## src/rtl/instr_fetch.sv

```systemverilog
// Instruction fetch unit: one outstanding imem read, result held for decode until accepted.
// Define FETCH_ALIGN_CHECK_EN to trap misaligned branch targets into a sticky HALT state.
module instr_fetch #(
    parameter logic [31:0] RESET_PC = 32'h0000_0000
) (
    input  logic        clk,
    input  logic        rst,
    output logic        imem_req,
    output logic [31:0] imem_addr,
    input  logic        imem_rvalid,
    input  logic [31:0] imem_rdata,
    output logic [31:0] Instr,
    output logic [31:0] PC,
    output logic        instr_valid,
    input  logic        instr_ready,
    input  logic        redirect,
    input  logic [31:0] branch_target,
    output logic        fetch_err,
    output logic [1:0]  o_dbg_state
);

    localparam logic [31:0] NOP = 32'h0000_0013;

    typedef enum logic [1:0] {
        ST_FETCH = 2'd0,
        ST_WAIT  = 2'd1,
`ifdef FETCH_ALIGN_CHECK_EN
        ST_HALT  = 2'd3,
`endif
        ST_HOLD  = 2'd2
    } state_t;

    state_t      r_state;
    state_t      w_next_state;
    logic [31:0] r_pc;
    logic [31:0] r_instr;
    logic        r_valid;
    logic [31:0] w_next_pc;
    logic        w_handshake;

    // Handshake: an instruction transfers on a cycle where instr_valid && instr_ready;
    // valid never drops and Instr/PC never change until that transfer happens.
    assign w_handshake = (r_state == ST_HOLD) && instr_ready;

`ifdef FETCH_ALIGN_CHECK_EN
    logic r_err;
    logic w_misalign;
    assign w_misalign = redirect && (branch_target[1:0] != 2'b00);
    assign w_next_pc  = redirect ? branch_target : r_pc + 32'd4;
    assign fetch_err  = r_err;
`else
    assign w_next_pc  = redirect ? (branch_target & 32'hFFFF_FFFC) : r_pc + 32'd4;
    assign fetch_err  = 1'b0;
`endif

    always_ff @(posedge clk) begin
        if (rst) begin
            r_state <= ST_FETCH;
        end else begin
            r_state <= w_next_state;
        end
    end

    always_comb begin
        w_next_state = r_state;
        case (r_state)
            ST_FETCH: w_next_state = ST_WAIT;
            ST_WAIT:  if (imem_rvalid) w_next_state = ST_HOLD;
            ST_HOLD: begin
                if (instr_ready) begin
`ifdef FETCH_ALIGN_CHECK_EN
                    w_next_state = w_misalign ? ST_HALT : ST_FETCH;
`else
                    w_next_state = ST_FETCH;
`endif
                end
            end
            default:  w_next_state = r_state;
        endcase
    end

    always_comb begin
        imem_req    = (r_state == ST_FETCH) && !rst;
        imem_addr   = r_pc;
        instr_valid = r_valid;
        Instr       = r_valid ? r_instr : NOP;
        PC          = r_pc;
        o_dbg_state = r_state;
    end

    // Datapath: capture the response in WAIT, advance PC only on the handshake.
    always_ff @(posedge clk) begin
        if (rst) begin
            r_pc    <= RESET_PC;
            r_valid <= 1'b0;
            r_instr <= NOP;
`ifdef FETCH_ALIGN_CHECK_EN
            r_err   <= 1'b0;
`endif
        end else begin
            if ((r_state == ST_WAIT) && imem_rvalid) begin
                r_instr <= imem_rdata;
                r_valid <= 1'b1;
            end
            if (w_handshake) begin
                r_valid <= 1'b0;
                r_instr <= NOP;
                r_pc    <= w_next_pc;
`ifdef FETCH_ALIGN_CHECK_EN
                if (w_misalign) r_err <= 1'b1;
`endif
            end
        end
    end

endmodule

```

## config.mk

```make
export PLATFORM = sky130hd
export DESIGN_NAME = instr_fetch
export DESIGN_NICKNAME = d
export VERILOG_FILES = /design/src/rtl/instr_fetch.sv
export SDC_FILE = /design/constraint.sdc
export NUM_CORES = 1
export LEC_CHECK = 0
export CAP_MARGIN = 10
export CELL_PAD_IN_SITES_DETAIL_PLACEMENT = 1
export CELL_PAD_IN_SITES_GLOBAL_PLACEMENT = 1
export CORE_MARGIN = 4
export CORE_UTILIZATION = 31
export DETAILED_ROUTE_END_ITERATION = 7
export HOLD_SLACK_MARGIN = 0.06
export PLACE_DENSITY_LB_ADDON = 0.15
export SETUP_SLACK_MARGIN = 0.05
export SYNTH_ARGS = -nofsm -noshare
export SYNTH_HDL_FRONTEND = slang
export SYNTH_SLANG_ARGS = --single-unit
```

## constraint.sdc

```tcl
create_clock -name clk -period 5.7 [get_ports clk]
set_input_delay 1.14 -clock clk [delete_from_list [all_inputs] [get_ports clk]]
set_output_delay 1.14 -clock clk [all_outputs]
set_load 0.1 [all_outputs]
```

---- Yosys cells after proc, flatten, opt, wreduce, memory -nomap -nowiden ----
Index checks and enable logic that the tools add are counted.
cells by class
  $add $sub $neg .......................... 1
  eq/ne operators ......................... 4
  mux-type cells .......................... 5
  reductions and logical operators ........ 8
operator list
  operator                                             number
  2-to-1 mux 32 bit                                    2
  adder 32 x 3 -> 32 bit, second input constant        1
  case mux 2 bit (3 select lines)                      1
  2-to-1 mux 2 bit                                     2
  inequality test 2 bit, second input constant         2
  logical AND 1 bit                                    3
  AND reduction 3 bit                                  1
  nonzero test 3 bit                                   1
  equality test 2 x 1 -> 1 bit, second input constant  1
  equality test 2 bit, second input constant           1
  logical NOT 2 bit                                    1
  OR reduction 2 bit                                   1
  logical NOT 1 bit                                    1
storage, ports and cells
  flip-flop bits (word level) ............. 67
  input bits .............................. 69
  output and inout port bits .............. 101
  logic and storage cells ................. 22

---- Longest topological paths before layout ----
Gate-level depths: netlist of run 1.
  depth after elaboration ................. 3
  gate-level depth with buffers ........... 8
  depth with buffers taken out ............ 7

---- Worst setup path after synthesis of run 1 ----
Ideal clock, no wire load.
  path type ............................... input to output
  start ................................... in rst
  end ..................................... out imem_req
  arrival ................................. 2475 ps
  data required time ...................... 4560 ps
  path slack .............................. 2085 ps
  stages on the path ...................... 1
  buffers on the path ..................... 0
  cell sequence ........................... nor2b_1
on the way
  word-level cells in the longest chain between the ends .. 2
RTL lines
  item               line  source
  from (decl)        7     input logic rst,
  logical NOT 1 bit  83    imem_req = (r_state == ST_FETCH) && !rst;
  logical AND 1 bit  83
  to (decl)          8     output logic imem_req,
No other way between the ends.

---- Worst setup path after layout of run 1 ----
Ends and elaborated chain as after synthesis.

==> results of run 1 <==
==> flip-flops by register name, summed over array words and instances, names as in the netlist <==
name         cells
instr_valid      1
o_dbg_state      2
PC              30
r_instr         32
==> routing by layer <==
layer  global-route usage  vias up
met5                    0        -
met4              0.03991        0
met3              0.03895       11
met2               0.3125      113
met1               0.2353     1767
li1                     -     1823
==> cell usage after synthesis (2+ instances only) <==
| library cell | n | area [sq um] |
|---|---|---|
| dfxtp_1 | 65 | 1301 |
| nor2_1 | 24 | 90.09 |
| nor3_1 | 7 | 35.03 |
| and2_1 | 31 | 193.9 |
| and3_2 | 3 | 22.52 |
| or4_1 | 2 | 15.01 |
| mux2i_1 | 3 | 30.03 |
| and4_2 | 2 | 20.02 |
| o21ai_0 | 36 | 180.2 |
| nor4_1 | 5 | 31.28 |
| buf_4 | 35 | 262.8 |
| and3_1 | 5 | 31.28 |
| o2bb2ai_1 | 5 | 43.79 |
| inv_1 | 10 | 37.54 |
| a32oi_1 | 4 | 35.03 |
| o211ai_1 | 3 | 22.52 |
| and4_1 | 2 | 17.52 |
| clkbuf_1 | 17 | 63.81 |
| nand4_1 | 8 | 50.05 |
| xor2_1 | 2 | 17.52 |
| a21oi_1 | 52 | 260.3 |
| xnor2_1 | 2 | 17.52 |
| nand3_1 | 9 | 45.04 |
| a22oi_1 | 10 | 75.07 |
| buf_1 | 8 | 30.03 |
| nand2_1 | 84 | 315.3 |
| nand4_4 | 2 | 42.54 |
| ha_1 | 6 | 75.07 |
| nand2b_1 | 6 | 37.54 |
| o22ai_1 | 4 | 25.02 |
==> final cells by class <==
class	count	area [sq um]	area share
Timing Repair Buffer	167	1677	0.3105
Clock inverter	5	78.83	0.01460
Clock buffer	11	242.7	0.04496
Sequential cell	65	1301	0.2410
Multi-Input combinational cell	336	1887	0.3495
Inverter	10	37.54	0.006952
Tap cell	140	175.2	0.03244
==> metrics by stage <==
step	power [mW]	utilization	hold WS (ns)	cell area, sq um	worst slack [ns]
6_report	1.748	0.4895	0.4493	5399	1.578
5_1_grt	1.827	0.4895	0.4708	5399	1.514
4_1_cts	1.761	0.4872	0.4524	5374	1.566
3_5_place_dp	1.159	0.4580	0.4445	5052	1.564
3_3_place_gp	1.141	0.4580	0.4373	5052	1.574
2_1_floorplan	0.9969	-	0.4316	3583	2.085
==> kinds of logic after synthesis <==
| group | synth area share |
|---|---|
| other | 0.001051 |
| multiplexers | 0.008415 |
| XOR/XNOR | 0.009819 |
| adder cells (fa/ha/maj) | 0.02104 |
| flip-flops | 0.3647 |
| AO/OA/AOI/OAI | 0.1942 |
| AND/OR/NAND/NOR | 0.2889 |
| buffers and inverters | 0.1119 |
==> power breakdown <==
group          internal (mW)  switching (mW)  total, mW
Clock                  0.394           0.201      0.595
Sequential             0.505          0.0551      0.560
Combinational          0.168           0.425      0.593
Total                   1.07           0.681       1.75
==> tightest hold or removal path: stages, from the launching register on <==
cell and delay (ns):
dfxtp_1 0.30, nand2_1 0.05, a21oi_1 0.05
==> worst max-delay path by stage <==
stage	start	to	slack, ns	cells after the start
after global routing	rst	imem_req	1.51	3
after floorplan	rst	imem_req	2.08	1
after detailed placement	rst	imem_req	1.56	3
after CTS	rst	imem_req	1.57	3
after global placement	rst	imem_req	1.57	3
final	rst	imem_req	1.58	3
==> impl.org, run 1 <==
** GRT
- The number of antenna violations at the first check in global routing was 0.
- Entering global routing, the biggest net connects 48 pins.
- Global routing finished with a remaining overflow of 0.
- First-pass GRT wire length :: a little under 20 mm
- Vias in the first global route :: 3,815
- Global-route usage over all layers :: 0.1822

** Worst setup path
- Cell count of the worst reg-to-reg path :: 7
- Traced cell by cell, the critical path runs through clkdlybuf4s50_1 -> nor2b_1 -> clkdlybuf4s50_1.
- CP startpoint kind :: input pin
- Across all register-to-register paths, the minimum setup slack is around 3.2 ns.
- Most numerous cell on the critical path :: clkdlybuf4s50_1
- Largest fanout on the critical path :: 7
- Crit path DAT :: around 3 ns
- Endpoint of the lowest-slack register-to-register path :: PC[16]
- Type of destination of the critical path :: output pin
- Cell with the biggest individual delay on the critical path :: clkdlybuf4s50_1
- The worst register-to-register path begins at o_dbg_state[0].
- Required time reported for the critical path endpoint :: 4.56 ns
- In this design, the largest share of critical-path delay is due to buffers and inverters.
- By startpoint and endpoint, the worst setup path is classified as input pin to output pin.
- Buffers and inverters on the worst path :: 2
- Biggest cell delay along the critical path :: around 1.1 ns

** Power and ir drop
- For this design the ratio of total power to cell area is 323.8 mW/mm^2.
- Static Leakage :: around 1.9 nW
- Maximum vdd drop :: 0.1829 mV

** Drt
- The first TritonRoute pass finished after 4 iterations.
- Total met3 wirelength after detailed routing :: about 640 um
- Detailed routing placed a total of about 6.1 mm of wire on met2.
- DRC violation total after the first TritonRoute iteration :: 179
- Routed met1 length :: around 5.6 mm
- For this block, the routed nets add up to between 10 and 15 mm of wire.
- Antenna-violating nets left :: 0
- After detailed routing, the average wire length per cell comes to 17.03 um.
- Detailed routing inserted a total of around 3,700 vias.
- DRC :: 0
- After detailed routing, no signal wire sits above met4.
- Dividing the detail-routed via count by the number of cells gives roughly 5.1.

** Logic synthesis
- Synthesis inferred 65 register bits.
- In the synthesized netlist the async set-or-reset flop fraction comes to 0.
- Mean post-synth cell area :: between 7 and 8 sq um
- Number of standard cells after synthesis :: approximately 470
- Yosys warning total :: 0
- In this run the cell area of the synthesized design comes to approximately 0.0036 sq mm.
- Counting distinct cell types in the post-synthesis netlist gives 46.
- Number of enable flip-flop cells after synthesis :: 0
- Top flip-flop cell by instance count after synthesis :: dfxtp_1
- The share of the Yosys chip area taken by registers is 0.3647.

** Place
- Routability-driven placement finished with a final weighted congestion of approximately 0.80.
- Number of cells after detailed placement :: around 700
- Estimated wirelength of the detail-placed design :: about 9 mm
- Buffers on Ports :: approximately 160

** STA
- Slew Viols, Final :: 0
- After routing, the total negative slack on setup checks comes to 0 ns.
- The worst path needs around 4 ns of the cycle, external delays included.
- The number of endpoints with negative hold slack in the final report is 0.
- Highest Clock Rate :: 242.6 MHz
- In the finished design, the share of the clock period the worst path needs comes to 0.7231.
- Setup violations remaining at the end of the flow were counted as 0.
- Normalized max-slew margin :: 0.2555
- Setup Skew :: around 0.007 ns
- For the pin with the worst max-slew slack, the measured transition is around 1.1 ns.
- Setup repair after global routing left no endpoint under its margin.

** Floorplanning
- The total area inside the core boundary comes to around 0.011 sq mm.
- Row generation in the floorplan step produced 38 rows.
- I/O pins :: between 150 and 200
- The die covers 0.01329 sq mm.
- From bottom edge to top edge, the die measures approximately 120 um.
- Die outline width :: approximately 120 um
- For this configuration, the core starts out at a cell density of 0.3235.

** Clocking
- # hold bufs at CTS :: 0
- CTS placed an instance of clkbuf_16 at the clock tree root.
- TritonCTS built the clock tree.
- Clock-pin slew was measured on the worst setup and hold paths at 0.06 ns.
- The clock drives 65 sinks.
- Total clock buffers created by CTS :: 9
- Buffer depth of the longest clock path :: 2
- Clock latency reported for the late side of the worst-skew pair :: ~0.32 ns
- Number of gates resized after CTS :: 0
- In this run the post-CTS setup repair buffer count came out at 0.
- Number of H-tree levels :: 3

** Min path
- Worst min-delay path startpoint :: r_instr[9]
- The worst hold path was traced through 2 stages.
- The worst hold path belongs to the class flop to flop.
- The worst hold path terminates at r_instr[9].

** Layout
- Filler cells :: 1,358
- Share of layout cells above drive strength 1 :: 0.05724
- Compared with the post-synthesis result, the final layout area differs by 51.30%.
- At the end of the flow, the number of nets in the layout was about 660.
- Leaving out filler cells and counting taps, the final layout contains 734.
- Count of antenna diodes in the layout :: 0
- Leading cell type in the layout, fill and taps excluded :: clkdlybuf4s50_1
- Most used cells in the layout excluding fill and tap cells :: 162 x clkdlybuf4s50_1, 84 x nand2_1, 65 x dfxtp_1, 51 x a21oi_1, 36 x o21ai_0

** Run status
- Status :: complete, no violations

** Job
- Maximum capacitance violations :: 0
(Power assumes the default switching activity.)
==> run 2, diff against run 1 <==
- CORE_UTILIZATION: 31 -> 28
- clock period: 5.7 -> 4 ns (I/O delays scaled with it)
==> impl.org, run 2 (synthesis results as in run 1) <==
** Worst setup path
- The type of element capturing the critical path was an output pin (unchanged).
- The start point of the critical path is instr_valid (was rst).
- Worst Path Class, Setup :: flop to output pin (was input pin to output pin)
- Worst reg2reg path startpoint :: o_dbg_state[0] (unchanged)
- Cell family with the largest share of critical-path delay :: buffers and inverters (unchanged)
- Required time reported for the critical path endpoint :: 3.20 ns (was 4.56 ns)
- Critical path, cell by cell :: nand2b_1 -> clkdlybuf4s50_1 (was clkdlybuf4s50_1 -> nor2b_1 -> clkdlybuf4s50_1)
- CP startpoint kind :: flop (was input pin)
- Crit path DAT :: 2.17 ns (was 2.98 ns)
- The number of buffer and inverter stages on the critical path came to 1 (was 2).
- The cell with the largest stage delay on the worst path is clkdlybuf4s50_1 (unchanged).
- Largest fanout on the critical path :: 19 (was 7)
- The largest stage delay on the critical path was 1.17 ns (was 1.14 ns).

** GRT
- The via count of the first global-routing pass came to 3,963 (was 3,815).
- The total routing usage reported by global routing came to 0.1750 (was 0.1822).
- The total congestion overflow after global routing is 0 (unchanged).
- Pin count of the biggest net entering global routing :: 47 (was 48)
- The global-route wire length before repair came to 20.58 mm (was 19.58 mm).
- The number of antenna violations at the first check in global routing was 0 (unchanged).

** Clocking
- The number of levels in the clock H-tree came to 3 (unchanged).
- Total clock buffers created by CTS :: 9 (unchanged)
- Clk sinks :: 65 (unchanged)
- Worst-path clk slew :: 0.06 ns (about the same)
- Buffer depth of the longest clock path :: 2 (unchanged)
- The post-cts resize count was 0 (unchanged).
- Root buffer cell :: clkbuf_16 (unchanged)
- # hold bufs at CTS :: 0 (unchanged)
- CTS tree :: yes (unchanged)
- Clock latency reported for the late side of the worst-skew pair :: 0.33 ns (was 0.32 ns)
- Setup Fix Bufs, Post-CTS :: 0 (unchanged)

** Power and ir drop
- The total power per unit cell area is 456.2 mW/mm^2 (was 323.8 mW/mm^2).
- Switching part of the total :: 0.4055 (was 0.3896)
- Power share of the combinational group :: 0.346 (was 0.339)
- The sequential share of power is 0.324 (was 0.320).
- The internal power of the cells was 1.450 mW (was 1.067 mW).
- The net switching power is 989.1 uW (was 681.1 uW).
- Static Leakage :: 2.004 nW (was 1.948 nW)
- Maximum vdd drop :: 0.1592 mV (was 0.1829 mV)
- Clock power frac :: 0.330 (was 0.340)

** STA
- Share of the cycle needed by the critical path after routing :: 0.7423
- The worst clock skew came to 0.006050 ns (was 0.007205 ns).
- The final count of negative-setup-slack endpoints was 0 (unchanged).
- After layout, the minimum clock period comes to between 2 and 3 ns.
- The number of endpoints with negative hold slack in the final report came to 0 (unchanged).
- Unrepaired setup endpoints after global routing: false (unchanged).
- Slew Viols, Final :: 0 (unchanged)
- Transition at the pin with the smallest max-transition slack :: 1.146 ns (was 1.114 ns)
- Timing would allow up to 336.8 MHz.
- Total negative slack for setup checks :: 0 ns (unchanged)
- Normalized max-slew margin :: 0.2342 (was 0.2555)

** Layout
- The layout overhead on the synthesized area was 49.82% (was 51.30%).
- Share of layout cells above drive strength 1 :: 0.1156 (was 0.05724)
- The count of inserted antenna diode cells came to 0 (unchanged).
- Number of flip-flops in the largest register :: 32 (unchanged)
- The post-route cell area was 0.005346 sq mm (was 0.005399 sq mm).
- Area used by multi-input combinational logic :: 0.001887 sq mm (unchanged)
- The register with the most flip-flops was r_instr (unchanged).
- The number of nets in the final layout came to 667 (was 664).
- The commonest non-fill, non-tap cell in the layout is clkdlybuf4s50_1 (unchanged).
- Filler cells :: 1,516 (was 1,358)
- Most used cells in the layout excluding fill and tap cells: 131 x clkdlybuf4s50_1, 84 x nand2_1, 65 x dfxtp_1, 51 x a21oi_1, 39 x buf_4 (was 162 x clkdlybuf4s50_1, 84 x nand2_1, 65 x dfxtp_1, 51 x a21oi_1, 36 x o21ai_0).
- Core Util, Final :: 0.4360 (was 0.4895)
- Reg area :: 0.001301 sq mm (unchanged)

** Floorplanning
- Initial core utilization :: 0.2910 (was 0.3235)
- The number of top-level design ports came to 170 (unchanged).
- Die outline width :: 120.9 um (was 115.3 um)
- Die outline area :: 0.01461 sq mm (was 0.01329 sq mm)
- Placement row count :: 40 (was 38)
- Standard cell core area :: 0.01226 sq mm (was 0.01103 sq mm)
- The vertical die dimension came to 120.9 um (was 115.3 um).

** Job
- Maximum capacitance violations :: 0 (unchanged)

** Drt
- The routed wire length is 12.90 mm (was 12.50 mm).
- Via Count :: 3,771 (was 3,714)
- The count of unresolved DRC violations after routing was 0 (unchanged).
- The residual antenna-violating net count after detailed routing is 0 (unchanged).
- Router iterations before antenna repair :: 4 (unchanged)
- DRC violation total after the first TritonRoute iteration :: 162 (was 179)
- Routed wire per std cell :: 16.86 um (was 17.03 um)
- The mean number of vias per cell is 4.929 (was 5.060).

** Min path
- The class of the tightest hold or removal check was flop to flop (unchanged).
- Worst min-delay path startpoint :: r_instr[13] (was r_instr[9])

** Place
- The final RePlAce weighted congestion came to 0.7645 (was 0.7950).
- The instance area at placement is 0.005040 sq mm (was 0.005052 sq mm).
- The count of input and output buffers came to 162 (unchanged).
- Estimated wirelength of the detail-placed design :: 9.265 mm (was 8.842 mm)

** Run status
- Status :: complete, no violations (unchanged)
## run 2: routing by layer
layer	part of all wire	track usage
met1	0.45	0.2211
met3	0.055	0.04382
met4	0.014	0.05241
met2	0.48	0.2939
met5	0	0
## run 2: through the flow
step	cells	power (mW)	hold slack, ns	setup slack [ns]
finish	765	2.439	0.4513	1.031
global route	765	2.560	0.4698	0.9256
CTS	765	2.465	0.4523	1.006
detailed placement	749	1.657	0.4445	1.007
global placement	749	1.636	0.4372	1.014
floorplan	472	1.421	0.4316	0.8087
## run 2: layout make-up
type | count | area share
tap | 168 | 0.03932
inverter | 10 | 0.007021
sequential | 65 | 0.2434
clock buffer | 10 | 0.04470
clock inverter | 6 | 0.01264
timing repair buffer | 170 | 0.3000
multi-input combinational | 336 | 0.3529
## run 2: worst min-delay path, cell delays in order (launching register included)
cell	delay (ns)
dfxtp_1	0.30
nand2_1	0.05
a21oi_1	0.05
## run 2: worst paths after layout
kind,slack [ns],cells past startpoint,to
worst min register to register,0.45,2,r_instr[13]
worst max register to register,1.63,8,PC[16]
worst max-delay path,1.03,2,Instr[0]
worst min-delay path,0.45,2,r_instr[13]
## run 2: power by group through the flow
| stage | Clock, mW | Combinational, mW | Sequential (mW) |
|---|---|---|---|
| after detailed placement | 0 | 0.850 | 0.806 |
| final | 0.804 | 0.844 | 0.791 |
| after global routing | 0.858 | 0.897 | 0.805 |
| after floorplan | 0 | 0.470 | 0.951 |
| after global placement | 0 | 0.836 | 0.800 |
| after CTS | 0.821 | 0.852 | 0.792 |
==> run 3, diff against run 2 <==
- CORE_UTILIZATION: 28 -> 26
- clock period: 4 -> 2.7 ns (I/O delays scaled with it)
==> impl.org, run 3 (synthesis results as in run 1) <==
** Run status
- Status :: complete, no violations (unchanged)

** Layout
- Share of layout cells above drive strength 1 :: 0.2296 (was 0.1156)
- The layout overhead on the synthesized area came to 57.36% (was 49.82%).
- Most used cells in the layout excluding fill and tap cells :: 84 x nand2_1, 77 x buf_4, 66 x clkdlybuf4s50_1, 65 x dfxtp_1, 51 x a21oi_1 (was 131 x clkdlybuf4s50_1, 84 x nand2_1, 65 x dfxtp_1, 51 x a21oi_1, 39 x buf_4)
- The number of nets in the final layout was 671 (was 667).
- Number of flip-flops in the largest register :: 32 (unchanged)
- Filler cells :: 1,593 (was 1,516)
- The commonest non-fill, non-tap cell in the layout was nand2_1 (was clkdlybuf4s50_1).
- Largest register by flop count :: r_instr (unchanged)
- The count of inserted antenna diode cells was 0 (unchanged).
- The final core utilization came to 0.4207 (was 0.4360).

** Worst setup path
- The maximum fanout count along the critical path is 20 (was 19).
- Type of destination of the critical path :: output pin (unchanged)
- Critical path, cell by cell :: buf_4 -> and2_1 -> buf_12 (was nand2b_1 -> clkdlybuf4s50_1)
- Cell with the biggest individual delay on the critical path :: dfxtp_1 (was clkdlybuf4s50_1)
- The startpoint of the lowest-slack register-to-register path was PC[2] (was o_dbg_state[0]).
- The arrival time of the worst setup path was 1.63 ns (was 2.17 ns).
- Worst Path Class, Setup :: flop to output pin (unchanged)
- Source of the critical timing path :: instr_valid (unchanged)
- The worst endpoint required time came to 2.16 ns (was 3.20 ns).
- Cell family with the largest share of critical-path delay :: flip-flops (was buffers and inverters)
- The largest stage delay on the critical path is 0.61 ns (was 1.17 ns).
- Buffers and inverters on the worst path :: 2 (was 1)
- CP startpoint kind :: flop (unchanged)

** STA
- The setup total negative slack came to 0 ns (unchanged).
- Transition at the pin with the smallest max-transition slack :: 0.5567 ns (was 1.146 ns)
- The final count of negative-setup-slack endpoints was 0 (unchanged).
- Of the available clock period, the critical path in the final layout requires 0.8032.
- The number of endpoints with negative hold slack in the final report came to 0 (unchanged).
- Unrepaired setup endpoints after global routing: false (unchanged).
- Highest Clock Rate :: between 400 and 500 MHz
- The headroom to the max-slew limit is 0.6275 (was 0.2342).
- The smallest clock period supported by the final layout is computed as ~2.2 ns.
- The worst clock skew came to 0.005672 ns (was 0.006050 ns).
- Slew Viols, Final :: 0 (unchanged)

** Power and ir drop
- Maximum vdd drop :: 0.2274 mV (was 0.1592 mV)
- The leakage component of the power is 2.242 nW (was 2.004 nW).
- Total power divided by cell area :: 652.5 mW/mm^2 (was 456.2 mW/mm^2)
- Total chip power :: 3.664 mW (was 2.439 mW)

** Clocking
- Total clock buffers created by CTS :: 9 (unchanged)
- Root buffer cell :: clkbuf_16 (unchanged)
- Clock latency reported for the late side of the worst-skew pair :: 0.33 ns (about the same)
- Number of gates resized after CTS :: 0 (unchanged)
- # hold bufs at CTS :: 0 (unchanged)
- The clock edge transition at the registers on the reported setup and hold paths was 0.06 ns (about the same).
- The TritonCTS clock tree is yes (unchanged).
- The number of levels in the clock H-tree was 3 (unchanged).
- The clock tree buffer depth is 2 (unchanged).
- Setup Fix Bufs, Post-CTS :: 0 (unchanged)
- The clock sink total was 65 (unchanged).

** Floorplanning
- The number of top-level design ports was 170 (unchanged).
- The die outline area is 0.01566 sq mm (was 0.01461 sq mm).
- The area inside the core boundary is 0.01335 sq mm (was 0.01226 sq mm).
- The number of rows in the core area came to 42 (was 40).
- The effective utilization at floorplan came to 0.2673 (was 0.2910).
- The vertical die dimension was 125.2 um (was 120.9 um).
- Die outline width :: 125.2 um (was 120.9 um)

** Place
- Last weighted congestion value of the routability-driven placer :: 0.7694 (was 0.7645)
- Buffers on Ports :: 162 (unchanged)
- Estimated wirelength of the detail-placed design :: 9.501 mm (was 9.265 mm)

** Drt
- The initial DRC count is 124 (was 162).
- Routed wire per std cell :: 16.63 um (was 16.86 um)
- The total iterations of the first detailed-routing run is 4 (unchanged).
- The count of unresolved DRC violations after routing came to 0 (unchanged).
- Via Count :: 3,753 (was 3,771)
- The residual antenna-violating net count after detailed routing is 0 (unchanged).
- The routed wire length came to 12.92 mm (was 12.90 mm).
- The mean number of vias per cell is 4.830 (was 4.929).

** GRT
- The via count of the first global-routing pass came to 3,939 (was 3,963).
- Global-route usage over all layers :: 0.1628 (was 0.1750)
- The largest net degree at the start of global routing came to 47 (unchanged).
- Initial antenna violation count :: 0 (unchanged)
- The global-route wire length before repair was 20.89 mm (was 20.58 mm).
- Total grt overflow :: 0 (unchanged)

** Min path
- The class of the tightest hold or removal check is flop to flop (unchanged).
- The launch instance of the worst min-delay path was r_instr[3] (was r_instr[13]).

** Job
- The max-cap violation count is 0 (unchanged).
run 3: cell count changes in the layout (fill, tap and decap cells not counted), sizes merged:
cell | previous run | this run
clkbuf | 10 | 12
buf | 39 | 108
clkinv | 3 | 2
clkinvlp | 2 | 1
clkdlybuf4s50 | 131 | 66
run 3: area by class of cell:
class / count / area [sq um] / area share
timing repair buffer: 174 / 1859 / 0.3311
sequential: 65 / 1301 / 0.2317
clock buffer: 12 / 256.5 / 0.04568
inverter: 10 / 37.54 / 0.006684
tap: 176 / 220.2 / 0.03922
clock inverter: 4 / 51.30 / 0.009135
multi-input combinational: 336 / 1889 / 0.3365
run 3: stage by stage:
step / hold slack, ns / area (sq um) / cells / worst slack (ns)
2_1_floorplan: 0.4316 / 3586 / 472 / 0.07832
3_3_place_gp: 0.4371 / 5308 / 761 / 0.3477
3_5_place_dp: 0.4429 / 5308 / 761 / 0.3350
4_1_cts: 0.4511 / 5615 / 777 / 0.4852
5_1_grt: 0.4706 / 5615 / 777 / 0.3798
6_report: 0.4487 / 5615 / 777 / 0.5313
run 3: worst paths after layout:
kind	endpoint	slack, ns	depth (start not counted)
worst min-delay path	r_instr[3]	0.45	2
worst min register to register	r_instr[3]	0.45	2
worst max-delay path	Instr[17]	0.53	3
worst max register to register	PC[22]	0.58	6
run 3: power breakdown:
group / internal, mW / leakage [nW] / switching, mW
logic: 0.373 / 1.57 / 0.921
registers: 1.07 / 0.527 / 0.101
clock network: 0.765 / 0.149 / 0.436
total: 2.20 / 2.24 / 1.46
run 3: layer usage:
layer	routed length [um]	up-vias	track usage
met5	0	-	0
met4	189	0	0.05485
met3	574	15	0.03454
met2	6268	107	0.2708
met1	5891	1794	0.2101
li1	-	1837	-
run 3: tightest hold or removal path, stage by stage (launching register included):
cell	delay, ns
dfxtp_1	0.30
nand2_1	0.05
a21oi_1	0.05
